$ cat config.mk
export PLATFORM = sky130hd
export DESIGN_NAME = usb_packet_framer
export DESIGN_NICKNAME = d
export VERILOG_FILES = /design/src/rtl/usb_packet_framer.sv
export SDC_FILE = /design/constraint.sdc
export NUM_CORES = 1
export LEC_CHECK = 0
export BUFFER_PORTS_ARGS = -buffer_cell sky130_fd_sc_hd__buf_2
export CAP_MARGIN = 20
export CORE_AREA = 2 2 76 78
export CTS_BUF_LIST = sky130_fd_sc_hd__clkbuf_8 sky130_fd_sc_hd__clkbuf_16
export CTS_CLUSTER_DIAMETER = 50
export DETAILED_ROUTE_END_ITERATION = 12
export DIE_AREA = 0 0 78 80
export PLACE_DENSITY = 0.88
export SYNTH_ARGS = -nofsm -noshare
export SYNTH_HDL_FRONTEND = slang
export SYNTH_SLANG_ARGS = --single-unit
$ cat constraint.sdc
create_clock -name clk_ULPI -period 2.3 [get_ports clk_ULPI]
set_input_delay 0.115 -clock clk_ULPI [delete_from_list [all_inputs] [get_ports clk_ULPI]]
set_output_delay 0.115 -clock clk_ULPI [all_outputs]
set_load 0.01 [all_outputs]
$ cat src/rtl/usb_packet_framer.sv
// usb_packet_framer: drains the ULPI receive INFO/DATA FIFOs and serialises each packet as
// SYNC, HDR_H, HDR_L, payload[, checksum]. Optional checksum byte: USB_FRAMER_CHECKSUM_EN.
module usb_packet_framer #(
    parameter logic [7:0] SYNC_BYTE = 8'hA5,
    parameter int         CNT_WIDTH = 16
) (
    input  logic                 clk_ULPI,
    input  logic                 rst,
    input  logic                 INFO_buff_empty,
    input  logic [15:0]          USB_INFO_DATA,
    output logic                 INFO_re,
    input  logic                 DATA_buff_empty,
    input  logic [7:0]           USB_DATA,
    output logic                 DATA_re,
    output logic [7:0]           tx_data,
    output logic                 tx_valid,
    input  logic                 tx_ready,
    output logic                 busy,
    output logic [CNT_WIDTH-1:0] frame_count,
    output logic [3:0]           state_dbg
);

    // Handshake: a byte moves on the falling edge where tx_valid && tx_ready are both high;
    // while tx_valid is high and tx_ready low, tx_data and tx_valid hold their values.
    typedef enum logic [3:0] {
        S_IDLE     = 4'd0,
        S_INFO_LAT = 4'd1,
        S_SYNC     = 4'd2,
        S_HDR_H    = 4'd3,
        S_HDR_L    = 4'd4,
        S_DATA_RD  = 4'd5,
        S_DATA_LAT = 4'd6,
        S_DATA_TX  = 4'd7,
`ifdef USB_FRAMER_CHECKSUM_EN
        S_CSUM     = 4'd9,
`endif
        S_DONE     = 4'd8
    } state_t;

`ifdef USB_FRAMER_CHECKSUM_EN
    localparam state_t S_LAST = S_CSUM;
`else
    localparam state_t S_LAST = S_DONE;
`endif

    localparam logic [CNT_WIDTH-1:0] CNT_ONE = {{(CNT_WIDTH-1){1'b0}}, 1'b1};

    state_t      state;
    state_t      next_state;
    logic [5:0]  cmd_q;
    logic [9:0]  len_q;
    logic [9:0]  remaining;
    logic [7:0]  data_q;
    logic [7:0]  hdr_h;

    assign hdr_h     = {cmd_q, len_q[9:8]};
    assign busy      = (state != S_IDLE);
    assign state_dbg = state;

`ifdef USB_FRAMER_CHECKSUM_EN
    logic [7:0] checksum;

    // Running XOR over everything after SYNC, folded in as each byte is accepted or fetched.
    always_ff @(negedge clk_ULPI or negedge rst) begin
        if (!rst) begin
            checksum <= 8'h00;
        end else begin
            case (state)
                S_INFO_LAT: checksum <= 8'h00;
                S_HDR_H:    if (tx_ready) checksum <= checksum ^ hdr_h;
                S_HDR_L:    if (tx_ready) checksum <= checksum ^ len_q[7:0];
                S_DATA_LAT: checksum <= checksum ^ USB_DATA;
                default:    ;
            endcase
        end
    end
`endif

    always_ff @(negedge clk_ULPI or negedge rst) begin
        if (!rst) begin
            state       <= S_IDLE;
            cmd_q       <= 6'd0;
            len_q       <= 10'd0;
            remaining   <= 10'd0;
            data_q      <= 8'h00;
            frame_count <= '0;
        end else begin
            state <= next_state;
            case (state)
                S_INFO_LAT: begin
                    cmd_q     <= USB_INFO_DATA[15:10];
                    len_q     <= USB_INFO_DATA[9:0];
                    remaining <= USB_INFO_DATA[9:0];
                end
                S_DATA_LAT: data_q <= USB_DATA;
                S_DATA_TX:  if (tx_ready) remaining <= remaining - 10'd1;
                S_DONE:     frame_count <= frame_count + CNT_ONE;
                default:    ;
            endcase
        end
    end

    always_comb begin
        next_state = state;
        INFO_re    = 1'b0;
        DATA_re    = 1'b0;
        tx_valid   = 1'b0;
        tx_data    = 8'h00;
        case (state)
            S_IDLE: begin
                // Gated by rst so no read strobe leaks out while reset is held.
                if (rst && !INFO_buff_empty) begin
                    INFO_re    = 1'b1;
                    next_state = S_INFO_LAT;
                end
            end
            S_INFO_LAT: next_state = S_SYNC;
            S_SYNC: begin
                tx_valid = 1'b1;
                tx_data  = SYNC_BYTE;
                if (tx_ready) next_state = S_HDR_H;
            end
            S_HDR_H: begin
                tx_valid = 1'b1;
                tx_data  = hdr_h;
                if (tx_ready) next_state = S_HDR_L;
            end
            S_HDR_L: begin
                tx_valid = 1'b1;
                tx_data  = len_q[7:0];
                if (tx_ready) next_state = (len_q == 10'd0) ? S_LAST : S_DATA_RD;
            end
            S_DATA_RD: begin
                if (!DATA_buff_empty) begin
                    DATA_re    = 1'b1;
                    next_state = S_DATA_LAT;
                end
            end
            S_DATA_LAT: next_state = S_DATA_TX;
            S_DATA_TX: begin
                tx_valid = 1'b1;
                tx_data  = data_q;
                // remaining still holds the pre-decrement count here
                if (tx_ready) next_state = (remaining == 10'd1) ? S_LAST : S_DATA_RD;
            end
`ifdef USB_FRAMER_CHECKSUM_EN
            S_CSUM: begin
                tx_valid = 1'b1;
                tx_data  = checksum;
                if (tx_ready) next_state = S_DONE;
            end
`endif
            S_DONE:  next_state = S_IDLE;
            default: next_state = S_IDLE;
        endcase
    end

endmodule

==> metrics.yaml, run 1 <==
synth:
  ys_top_cells_by_count: "dfrtn_1, mux2_2, nand2_1, a21oi_1, nor2_1"
  syn_avg_cell_area_um2: 10.44
  synth-edff-count: 0
  synth_cells: 273
  synthTopCellsByArea: "dfrtn_1, mux2_2, a21oi_1"
  synth_ff_type: "dfrtn_1"
  synth_cell_types: 49
  synth_area_mm2: 0.002850
  yosys_warnings: 0
  synth.largest_area_cell: "dfrtn_1"
  ys_async_sr_fraction_pct: 100.0
  ys_ff_latch: 54
  ys_seq_area_share_pct: 47.41
  synth_fp_nets: 305
  synth_top_area_share_pct: 47.41
  synth.most_common_cell: "dfrtn_1"
timing:
  clock-skew-final_ns: 0.007109
  finalHoldViolCount: 0
  drv_slew: 0
  rsz0062_at_grt: "yes"
  slew_headroom_pct: 53.48
  tightest_slew_ns: 0.6915
  fin_ws_ns: -0.7638
  hold_slack_ns: 0.4331
  finalSetupViolCount: 16
place:
  io_buffers: 60
  dp_cells: 423
  finalWeightedCongestion: 0.8663
  dpl.hpwl_mm: 5.227
layout:
  fin_cells: 448
  synthToLayoutAreaGrowth_pct: 35.25
  final_net_count: 407
  final_util_pct: 71.32
  antenna_cells: 0
  layout-drive-gt1-share_pct: 44.15
clock_network:
  cts_tree: "built"
  cts_sinks: 54
  numCtsBuffers: 5
  ctsRootBufferMaster: "clkbuf_8"
  cts_max_level: 2
  clk_pin_slew_ns: 0.07
  ctsHoldBuffers: 0
  clock_latency_ns: 0.30
  clockBufferDepth: 2
critical_path:
  worstSetupEndpointType: "primary output"
  required_ns: 2.18
  path_class: "flop to primary output"
  reg2reg_depth: 8
  cp_max_fo: 6
  cp_data_arrival_time_ns: 2.95
  cp-start-kind: "flop"
  rrSetupSlack_ns: 0.03
detailed_routing:
  routedWlPerCell_um: 18.82
  postRouteAntennaNets: 0
  drc: 0
  viasPerCell: 6.143
  first_pass_iters: 8
  drtIter0Drc: 246
  vias: 2752
  routed_wl_mm: 8.431
die:
  core_area_mm2: 0.005405
  die_x_um: 78
  die-area_mm2: 0.006240
  io_pins: 61
  die_h_um: 80
  rows: 27
  start_util_pct: 52.73
worst_hold_path:
  hold_path_depth: 1
  hp-class: "flop to flop"
grt:
  first_global_vias: 2778
  antenna_found_initial: 0
  grt_start_max_net_pins: 55
  grt_overflow_total: 0
  track_usage_pct: 27.42
  grt_pass1_wl_mm: 13.30
power:
  leakage_nw: 1.855
  ir_drop_mv: 0.6281
  p_per_area_mw_per_mm2: 1240
run_status:
  status: "finished, violations left"
  violations: "negative setup slack"
job:
  maxCapViolCount: 0
-- cell usage in the layout (no fill, tap or decap), types with 7 or more instances in the layout --
cell	netlist	layout
xor2_1	8	8
a21oi_1	16	13
mux2_2	25	25
buf_4	2	34
buf_2	7	54
dfrtn_1	54	54
nand2_1	19	19
inv_1	11	11
buf_6	0	18
xnor2_1	7	7
o21ai_0	15	11
nor2_1	16	15
-- state kept, by name (all words and copies together), names as in the netlist --
register,count
cmd_q,6
data_q,8
frame_count,16
len_q,10
remaining,10
state_dbg,4
-- path summary, 6_finish.rpt --
path | start | endpoint
min in group asynchronous | rst | state_dbg[2]
min reg2reg | frame_count[15] | frame_count[15]
min | frame_count[15] | frame_count[15]
max reg2reg | state_dbg[2] | state_dbg[2]
max in group asynchronous | rst | data_q[4]
max | state_dbg[2] | tx_data[5]
-- timing repair --
| action | 4_1_cts | 5_1_grt |
|---|---|---|
| resized for setup | 30 | 15 |
| gates cloned | 1 | 0 |
| buffers inserted | 14 | 10 |
| endpoints found under the setup margin | 17 | 26 |
| pin swaps | 11 | 9 |
-- stage by stage --
step	power, W	setup TNS, ns	cell area (um^2)	setup WS [ns]
6_report	0.004780	-8.985	3855	-0.7638
3_3_place_gp	0.003481	-2.823	3435	-0.2454
3_5_place_dp	0.003579	-3.619	3435	-0.3046
5_1_grt	0.005029	-9.852	3855	-0.8459
2_1_floorplan	0.002929	-2.535	2942	-0.2937
4_1_cts	0.004494	-6.979	3761	-0.5858
-- cells by family after synthesis --
kind of cell    Yosys count  share of synthesized area [%]
simple gates             88                          18.57
compound gates           62                          14.22
flops                    54                          47.41
buf+inv                  26                          3.994
mux                      25                          9.877
xor+xnor                 15                          4.609
fa+ha+maj                 3                          1.317
-- where the power goes --
part / internal, W / switching, W
Combinational: 0.00128 / 0.00123
Clock: 0.000321 / 0.000310
Sequential: 0.00132 / 0.000331
-- critical path, cell delays in order, from the launching register on --
cell and delay (ns):
dfrtn_1 0.60, nor2b_4 0.33, a21oi_1 0.12, a2bb2oi_1 0.16, o21ai_1 0.13, buf_2 0.16
-- metal layers --
layer,vias to the layer above,part of all wire (%),track usage (%),wire length [um]
met5,-,0,0,0
met4,0,6.0,18.95,506
met3,53,6.5,4.751,552
met2,154,51,46.98,4286
met1,1339,37,31.26,3086
li1,1206,-,-,-
-- cell type report --
type	count	area (um^2)
Sequential cell	54	1351
Clock inverter	3	40.04
Tap cell	72	90.09
Multi-Input combinational cell	194	1490
Inverter	11	41.29
Clock buffer	5	68.82
Fill cell	383	1550
Timing Repair Buffer	109	773.2
Power figures use the tool's default switching activity.
==> inputs of run 2 (changes only) <==
--- a/config.mk
+++ b/config.mk
@@ -13,6 +13,7 @@
 export DETAILED_ROUTE_END_ITERATION = 12
 export DIE_AREA = 0 0 78 80
 export PLACE_DENSITY = 0.88
+export REMOVE_ABC_BUFFERS = 1
 export SYNTH_ARGS = -nofsm -noshare
 export SYNTH_HDL_FRONTEND = slang
 export SYNTH_SLANG_ARGS = --single-unit
==> constraint.sdc (replaced) <==
create_clock -name clk_ULPI -period 3.2 [get_ports clk_ULPI]
set_input_delay 0.16 -clock clk_ULPI [delete_from_list [all_inputs] [get_ports clk_ULPI]]
set_output_delay 0.16 -clock clk_ULPI [all_outputs]
set_load 0.01 [all_outputs]
==> metrics.yaml, run 2 (synthesized netlist as in run 1, its figures left out) <==
timing:
  tightest_slew_ns: 0.6719  # -0.01956 ns
  drv_slew: 0  # unchanged
  hold_slack_ns: 0.4239  # -0.009198 ns
  finalSetupViolCount: 12  # -4
  finalHoldViolCount: 0  # unchanged
  fin_ws_ns: -0.2773  # +0.4865 ns
  slew_headroom_pct: 55.21  # +1.7 points
  clock-skew-final_ns: 0.007481  # +0.0003728 ns
  rsz0062_at_grt: "yes"
layout:
  fin_area_mm2: 0.003623  # -6.0%
  final_util_pct: 67.04  # -4.3 points
  synthToLayoutAreaGrowth_pct: 27.13
  final_cell_mix: "buf_2, dfrtn_1, buf_4, mux2_2, nand2_1"
  final.fill_count: 423  # +10%
  regArea_mm2: 0.001351  # unchanged
  largest_register: "frame_count"
  largest_reg_flops: 16  # unchanged
  antenna_cells: 0  # unchanged
  layout_commonest_cell: "buf_2"
  layout-drive-gt1-share_pct: 40.67  # -3.5 points
  final_net_count: 391  # -3.9%
  reg_top3: "frame_count (16), len_q (10), remaining (10)"
  multi_input_area_mm2: 0.001463  # -1.8%
clock_network:
  cts_sinks: 54  # unchanged
  clock_latency_ns: 0.31  # about the same
  numCtsBuffers: 5  # unchanged
  cts_max_level: 2  # unchanged
  clockBufferDepth: 2  # unchanged
  clk_pin_slew_ns: 0.06  # about the same
  ctsHoldBuffers: 0  # unchanged
  ctsRootBufferMaster: "clkbuf_8"
  cts_tree: "built"
detailed_routing:
  postRouteAntennaNets: 0  # unchanged
  drtIter0Drc: 200  # -19%
  routedWlPerCell_um: 17.23  # -8.5%
  first_pass_iters: 6  # -2
  vias: 2548  # -7.4%
  routed_wl_mm: 7.425  # -12%
  drc: 0  # unchanged
  viasPerCell: 5.912  # -3.8%
grt:
  first_global_vias: 2515  # -9.5%
  track_usage_pct: 24.60  # -2.8 points
  grt_overflow_total: 0  # unchanged
  grt_start_max_net_pins: 55  # unchanged
  grt_pass1_wl_mm: 11.94  # -10%
  antenna_found_initial: 0  # unchanged
run_status:
  violations: "negative setup slack"
  status: "finished, violations left"
critical_path:
  reg2reg_depth: 8  # unchanged
  rrSetupSlack_ns: 0.86  # +0.83 ns
  cp-start-kind: "flop"
  timing.rr.start: "state_dbg[1]"
  cp_data_arrival_time_ns: 3.32  # +0.37 ns
  cp_max_fo: 6  # unchanged
  worstSetupEndpointType: "primary output"
  r2r-end: "remaining[3]"
  required_ns: 3.04  # +0.86 ns
  path_class: "flop to primary output"
die:
  core_area_mm2: 0.005405  # unchanged
  die_h_um: 80  # unchanged
  rows: 27  # unchanged
  die_x_um: 78  # unchanged
  start_util_pct: 52.73  # unchanged
  die-area_mm2: 0.006240  # unchanged
  io_pins: 61  # unchanged
power:
  ir_drop_mv: 0.5418  # -14%
  leakage_nw: 1.748  # -5.7%
  p_per_area_mw_per_mm2: 875.1  # -29%
worst_hold_path:
  hold_path_depth: 1  # unchanged
  min_to: "frame_count[15]"
  hp-start: "frame_count[15]"
  hp-class: "flop to flop"
job:
  maxCapViolCount: 0  # unchanged
place:
  place_ws_ns: -0.07580  # +0.2288 ns
  io_buffers: 60  # unchanged
  place_area_mm2: 0.003318  # -3.4%
  finalWeightedCongestion: 0.8826  # +1.9%
  dpl.hpwl_mm: 5.110  # -2.2%
-- run 2: critical path, cell delays in order (launching register included) --
cell and delay, ns:
dfrtn_1 0.55, nor2b_4 0.22, buf_6 0.14, a21oi_1 0.05, a2bb2oi_1 0.14, o21ai_1 0.15
buf_2 0.16
-- run 2: per-stage QoR --
step           total power, W  cells  setup TNS (ns)
2_1_floorplan        0.001948    258          -1.517
3_3_place_gp         0.002417    410         -0.1346
3_5_place_dp         0.002481    410         -0.2721
4_1_cts              0.003038    423          -1.968
5_1_grt              0.003370    431          -3.541
6_report             0.003171    431          -2.664
-- run 2: how the worst max path moves through the flow --
stage                 start         end  slack, ns  depth (start not counted)
6_report       state_dbg[1]  tx_data[0]      -0.28                          6
5_1_grt        state_dbg[2]  tx_data[7]      -0.37                          5
4_1_cts        state_dbg[1]  tx_data[2]      -0.23                          6
3_5_place_dp   state_dbg[1]  tx_data[1]      -0.08                          7
3_3_place_gp   state_dbg[1]  tx_data[1]      -0.04                          7
2_1_floorplan  state_dbg[1]  tx_data[0]      -0.26                          4
-- run 2: per-layer routing --
layer | global-route usage [%] | vias up | part of all wire, % | routed length [um]
li1 | - | 1171 | - | -
met1 | 32.59 | 1246 | 42 | 3099
met2 | 39.66 | 114 | 49 | 3634
met3 | 4.751 | 17 | 6.7 | 501
met4 | 10.53 | 0 | 2.5 | 189
met5 | 0 | - | 0 | 0
-- run 2: layout make-up --
| cell class | count | area share (%) |
|---|---|---|
| multi-input cells | 193 | 40.37 |
| flip-flops and latches | 54 | 37.29 |
| well taps | 72 | 2.486 |
| clock buffers | 5 | 1.899 |
| repair buffers | 94 | 16.44 |
| inverters | 11 | 1.140 |
| clock inverters | 2 | 0.3798 |
-- run 2: report_power, final --
part / switching (W) / internal [W] / leakage (nW)
Clock: 0.000223 / 0.000152 / 0.0444
Sequential: 0.000230 / 0.000945 / 0.678
Combinational: 0.000789 / 0.000832 / 1.03
Total: 0.00124 / 0.00193 / 1.75
-- run 2: repair_timing --
item,4_1_cts,5_1_grt
pin swaps,6,5
endpoints found under the setup margin,11,12
gates resized for setup,30,3
buffers inserted,8,8
